--- src/rtl/onehot_bcd_pkg.sv ---
// Shared constants and types for the one-hot to BCD encoder slice.
// Used by onehot_prio_enc and onehot_to_bcd (optional checker: ONEHOT_BCD_ERR_EN).
package onehot_bcd_pkg;

    localparam int          BCD_W    = 4;
    localparam logic [3:0]  BCD_ERR  = 4'hF;
    localparam int          N_IN_MAX = 10;

    typedef logic [BCD_W-1:0] bcd_t;

endpackage : onehot_bcd_pkg

--- src/rtl/onehot_prio_enc.sv ---
// Combinational lowest-index priority encoder with a popcount-based one-hot check.
// Pure logic; the registering and reset live in onehot_to_bcd.
module onehot_prio_enc
    import onehot_bcd_pkg::*;
#(
    parameter int N_IN = 8
) (
    input  logic [N_IN-1:0] one_hot_i,
    output bcd_t            idx_o,
    output logic            is_onehot_o
);

    bcd_t bit_count;

    // Scanning from the top down lets the lowest set bit win the last assignment.
    always_comb begin
        idx_o     = '0;
        bit_count = '0;
        for (int k = N_IN - 1; k >= 0; k--) begin
            if (one_hot_i[k]) begin
                idx_o = bcd_t'(k);
            end
            bit_count = bit_count + bcd_t'(one_hot_i[k]);
        end
        is_onehot_o = (bit_count == bcd_t'(1));
    end

endmodule : onehot_prio_enc

--- src/rtl/onehot_to_bcd.sv ---
// Registered one-hot to BCD encoder with one cycle of latency.
// Define ONEHOT_BCD_ERR_EN to add the err output and the strict one-hot checker.
module onehot_to_bcd
    import onehot_bcd_pkg::*;
#(
    parameter int N_IN = 8
) (
    input  logic            clk,
    input  logic            rst_n,
    input  logic            in_valid,
    input  logic [N_IN-1:0] one_hot,
    output logic [3:0]      bcd,
    output logic            out_valid
`ifdef ONEHOT_BCD_ERR_EN
    ,
    output logic            err
`endif
);

    generate
        if (N_IN < 2 || N_IN > N_IN_MAX) begin : g_bad_width
            $error("onehot_to_bcd: N_IN must lie in 2..N_IN_MAX");
        end
    endgenerate

    bcd_t enc_idx;
    logic enc_is_onehot;

    onehot_prio_enc #(
        .N_IN (N_IN)
    ) u_enc (
        .one_hot_i   (one_hot),
        .idx_o       (enc_idx),
        .is_onehot_o (enc_is_onehot)
    );

    bcd_t bcd_q, bcd_d;
    logic out_valid_q, out_valid_d;

`ifdef ONEHOT_BCD_ERR_EN
    logic err_q, err_d;

    // Non-one-hot samples replace the digit with the BCD_ERR marker.
    always_comb begin
        bcd_d       = bcd_q;
        err_d       = err_q;
        out_valid_d = in_valid;
        if (in_valid) begin
            err_d = ~enc_is_onehot;
            bcd_d = enc_is_onehot ? enc_idx : BCD_ERR;
        end
    end

    always_ff @(posedge clk or negedge rst_n) begin
        if (!rst_n) begin
            bcd_q       <= '0;
            out_valid_q <= 1'b0;
            err_q       <= 1'b0;
        end else begin
            bcd_q       <= bcd_d;
            out_valid_q <= out_valid_d;
            err_q       <= err_d;
        end
    end

    assign err = err_q;
`else
    logic is_onehot_unused;
    assign is_onehot_unused = enc_is_onehot;

    always_comb begin
        bcd_d       = bcd_q;
        out_valid_d = in_valid;
        if (in_valid) begin
            bcd_d = enc_idx;
        end
    end

    always_ff @(posedge clk or negedge rst_n) begin
        if (!rst_n) begin
            bcd_q       <= '0;
            out_valid_q <= 1'b0;
        end else begin
            bcd_q       <= bcd_d;
            out_valid_q <= out_valid_d;
        end
    end
`endif

    assign bcd       = bcd_q;
    assign out_valid = out_valid_q;

endmodule : onehot_to_bcd

--- config.mk ---
export PLATFORM = sky130hd
export DESIGN_NAME = onehot_to_bcd
export DESIGN_NICKNAME = d
export VERILOG_FILES = /design/src/rtl/onehot_bcd_pkg.sv /design/src/rtl/onehot_prio_enc.sv /design/src/rtl/onehot_to_bcd.sv
export SDC_FILE = /design/constraint.sdc
export NUM_CORES = 1
export LEC_CHECK = 0
export ABC_AREA = 1
export BUFFER_PORTS_ARGS = -buffer_cell sky130_fd_sc_hd__clkbuf_2
export CAP_MARGIN = 15
export CORE_AREA = 4 4 41 43
export DETAILED_ROUTE_END_ITERATION = 7
export DIE_AREA = 0 0 45 47
export SYNTH_ARGS = -nofsm -noshare
export SYNTH_HDL_FRONTEND = slang
export SYNTH_SLANG_ARGS = --single-unit
export TNS_END_PERCENT = 10
--- constraint.sdc ---
create_clock -name clk -period 0.8 [get_ports clk]
set_input_delay 0.24 -clock clk [delete_from_list [all_inputs] [get_ports clk]]
set_output_delay 0.24 -clock clk [all_outputs]
set_load 0.02 [all_outputs]
==> summary.txt <==
Setup path
  – Max stage delay cell, worst path: dfrtp_1
  – Worst Setup Start Kind: flop
  – Crit path DAT: roughly 0.75 ns
  – CP Capture Type: primary output
  – Kind of cell adding the most delay to the critical path: flip-flops
  – Reg2Reg Launch Point: bcd[1]$_DFFE_PN0P_
  – Worst-path cell chain: clkbuf_8
  – Setup crit start: bcd[1]$_DFFE_PN0P_
  – Crit path kind: flop to primary output
  – Critical path's largest stage delay: 0.37 ns
  – Worst EP required: around 0.56 ns
  – WP buf/inv: 1
  – CP Max Fanout: 2

Logic synthesis
  – Register area share after synthesis: 43.72%
  – Synthesized Nets: 45
  – Syn Area/Cell: 6.734 sq um
  – Main area contributors after synthesis: dfrtp_1, nand2_1, inv_2
  – Synth warnings: 0
  – #FFs+latches synth: 4
  – Area share of the largest cell type after synthesis: 43.72%
  – Post-synth top area cell: dfrtp_1
  – Synth unique cells: 12
  – Synth Instances: 34
  – Synth Cell Area: 229.0 sq um

Layout
  – Layout area overhead: 66.67%
  – Fin util: between 20% and 30%
  – Non-filler instance count after layout: 68
  – Proportion of layout cells with a drive suffix above 1: 45.28%
  – Diodes inserted: 0
  – Final nets: 66

Power and ir drop
  – Pleak: 0.2318 nW
  – Clock power share: 40.3%
  – Internal Power: approximately 0.00045 W
  – Psw: approximately 0.00015 W
  – Gate power share: 22.4%
  – Sw frac: 25.04%
  – Worst VDD drop: 0.3383 mV
  – Pwr Density: approximately 1600 mW/mm^2
  – Share of power burned in registers: ~37%

Routing
  – Routed len/inst: 8.162 microns
  – First-pass DRT Iterations: 1
  – Routed vias/inst: 3.735
  – 1st-iter DRT viols: 0
  – DRC: 0
  – Post-DRT Antenna Nets: 0
  – Vias: 254
  – Routed wire length: between 500 and 600 microns

GRT
  – Total GRT Usage: about 6.5%
  – Vias in the first global route: 264
  – Pin count of the biggest net entering global routing: 6
  – Initial antenna violation count: 0
  – Grt ovf: 0
  – First-pass GRT wire length: 910 microns

STA
  – Fin crit share: 124.1%
  – Fin crit period: 0.9930 ns
  – RSZ-0062 raised after global routing: yes
  – Clk_skew: 0 ns
  – Final WS setup: -0.1930 ns
  – Hold Violations, Final: 0
  – Peak Freq: 1007 MHz
  – Setup TNS: -0.7368 ns
  – Final setup violation count: 4
  – Final Slew Violations: 0

Place
  – Placement Setup Slack: -0.05301 ns
  – DP Cell Count: 62
  – Post-DP HPWL: between 400 and 500 microns
  – PortBufs: 14
  – GPL Wtd Cong: 0.6761

Floorplanning
  – Die height: around 47 microns
  – Die Wd: 45 microns
  – Initial Utilization: 17.60%
  – Core region area: 0.001301 sq mm
  – Placement Rows: 13
  – Die Area: 0.002115 sq mm
  – Io pins: 16

Run
  – Max_cap viols: 0

Min path
  – Worst Hold Class: input port to flop
  – Hold Path Origin: in_valid

Run status
  – Outcome: finished, violations left
  – Failing checks: setup timing

Clock tree
  – Root Driver: clkbuf_4
  – Clk pin slew, worst setup/hold paths: 0.04 ns
  – CTS tree: yes
  – Clock sink total: 4
  – Skew-Pair Late Insertion Delay: 0.23 ns
  – Clock buffer depth: 2
  – TritonCTS Buffers: 3
  – H-Tree Depth: 1
[cells in the mapped netlist (all sizes together)]
master  number
nand2       14
nand4        1
nand3        1
nor3         2
dfrtp        4
nor2         2
buf          1
o21ai        1
inv          7
conb         1
[logic make-up (layout without fill, tap and decap cells)]
group / after synthesis / in the layout / synth area share, %
buffers and inverters: 8 / 27 / 14.75
and+or+nand+nor: 20 / 20 / 37.70
DFF: 4 / 4 / 43.72
AOI/OAI and AO/OA: 1 / 1 / 2.184
other: 1 / 1 / 1.638
[per-stage QoR]
step	hold WS, ns	total power, W	cell area, sq um
6_report	0.1542	0.0005995	381.6
5_1_grt	0.1537	0.0006306	381.6
4_1_cts	0.1447	0.0006095	375.4
3_5_place_dp	0.04789	0.0003347	310.3
3_3_place_gp	0.04847	0.0003321	310.3
2_1_floorplan	-0.05559	0.0002859	229.0
[per-layer routing]
layer,GRT usage [%],vias to the layer above,part of all wire (%),wire (microns)
li1,-,137,-,-
met1,5.963,104,41,229
met2,9.887,11,43,237
met3,3.448,2,14,78
met4,7.018,0,1.6,9
met5,0,-,0,0
[worst reg2reg max path: cells and delay by family, from the launching register on]
family,cells,cell delay (ns)
buffers and inverters,1,0.13
flip-flops,1,0.37
AND/OR/NAND/NOR,2,0.10
[layout by cell type (no fill, tap or decap)]
| cell type | instances |
|---|---|
| nor3_1 | 1 |
| nor3_2 | 1 |
| nand2_1 | 14 |
| nand4_1 | 1 |
| clkbuf_4 | 3 |
| clkbuf_2 | 10 |
| inv_1 | 3 |
| dlygate4sd3_1 | 1 |
| inv_2 | 4 |
| buf_6 | 1 |
| o21ai_1 | 1 |
| buf_4 | 2 |
| dfrtp_1 | 4 |
| nand3_1 | 1 |
| clkbuf_8 | 2 |
| buf_2 | 1 |
| nor2_1 | 2 |
| conb_1 | 1 |
[power groups by stage]
stage | clock network [W] | logic, W | registers, W
finish | 0.000241 | 0.000135 | 0.000224
floorplan | 0 | 0.0000445 | 0.000241
detailed placement | 0 | 0.000109 | 0.000225
global placement | 0 | 0.000107 | 0.000225
CTS | 0.000256 | 0.000130 | 0.000223
global route | 0.000255 | 0.000149 | 0.000226
[sequential cells by signal, summed over array words and instances (netlist names)]
register,flops
out_valid,1
bcd,3
[area by class of cell]
| type | count | area (sq um) |
|---|---|---|
| fill | 147 | 919.6 |
| timing repair buffer | 17 | 118.9 |
| sequential | 4 | 100.1 |
| multi-input combinational | 22 | 95.09 |
| inverter | 7 | 26.28 |
| clock buffer | 3 | 22.52 |
| tap | 15 | 18.77 |
[what timing repair did]
| item | in CTS | in global routing |
|---|---|---|
| buffers inserted | 2 | 0 |
| gates resized for setup | 4 | 4 |
| hold buffers | 1 | 0 |
| hold endpoints to repair | 4 | 0 |
| setup endpoints to repair | 4 | 4 |
[final timing paths]
| check | slack, ns | depth (start not counted) | endpoint |
|---|---|---|---|
| max reg2reg | 0.08 | 3 | bcd[1]$_DFFE_PN0P_ |
| max in group asynchronous | 0.33 | 2 | out_valid$_DFF_PN0_ |
| min in group asynchronous | 0.35 | 2 | bcd[2]$_DFFE_PN0P_ |
| min reg2reg | 0.49 | 2 | bcd[0]$_DFFE_PN0P_ |
| max | -0.19 | 1 | bcd[1] |
| min | 0.15 | 1 | out_valid$_DFF_PN0_ |
No activity file was read; power rests on OpenSTA's default activity.
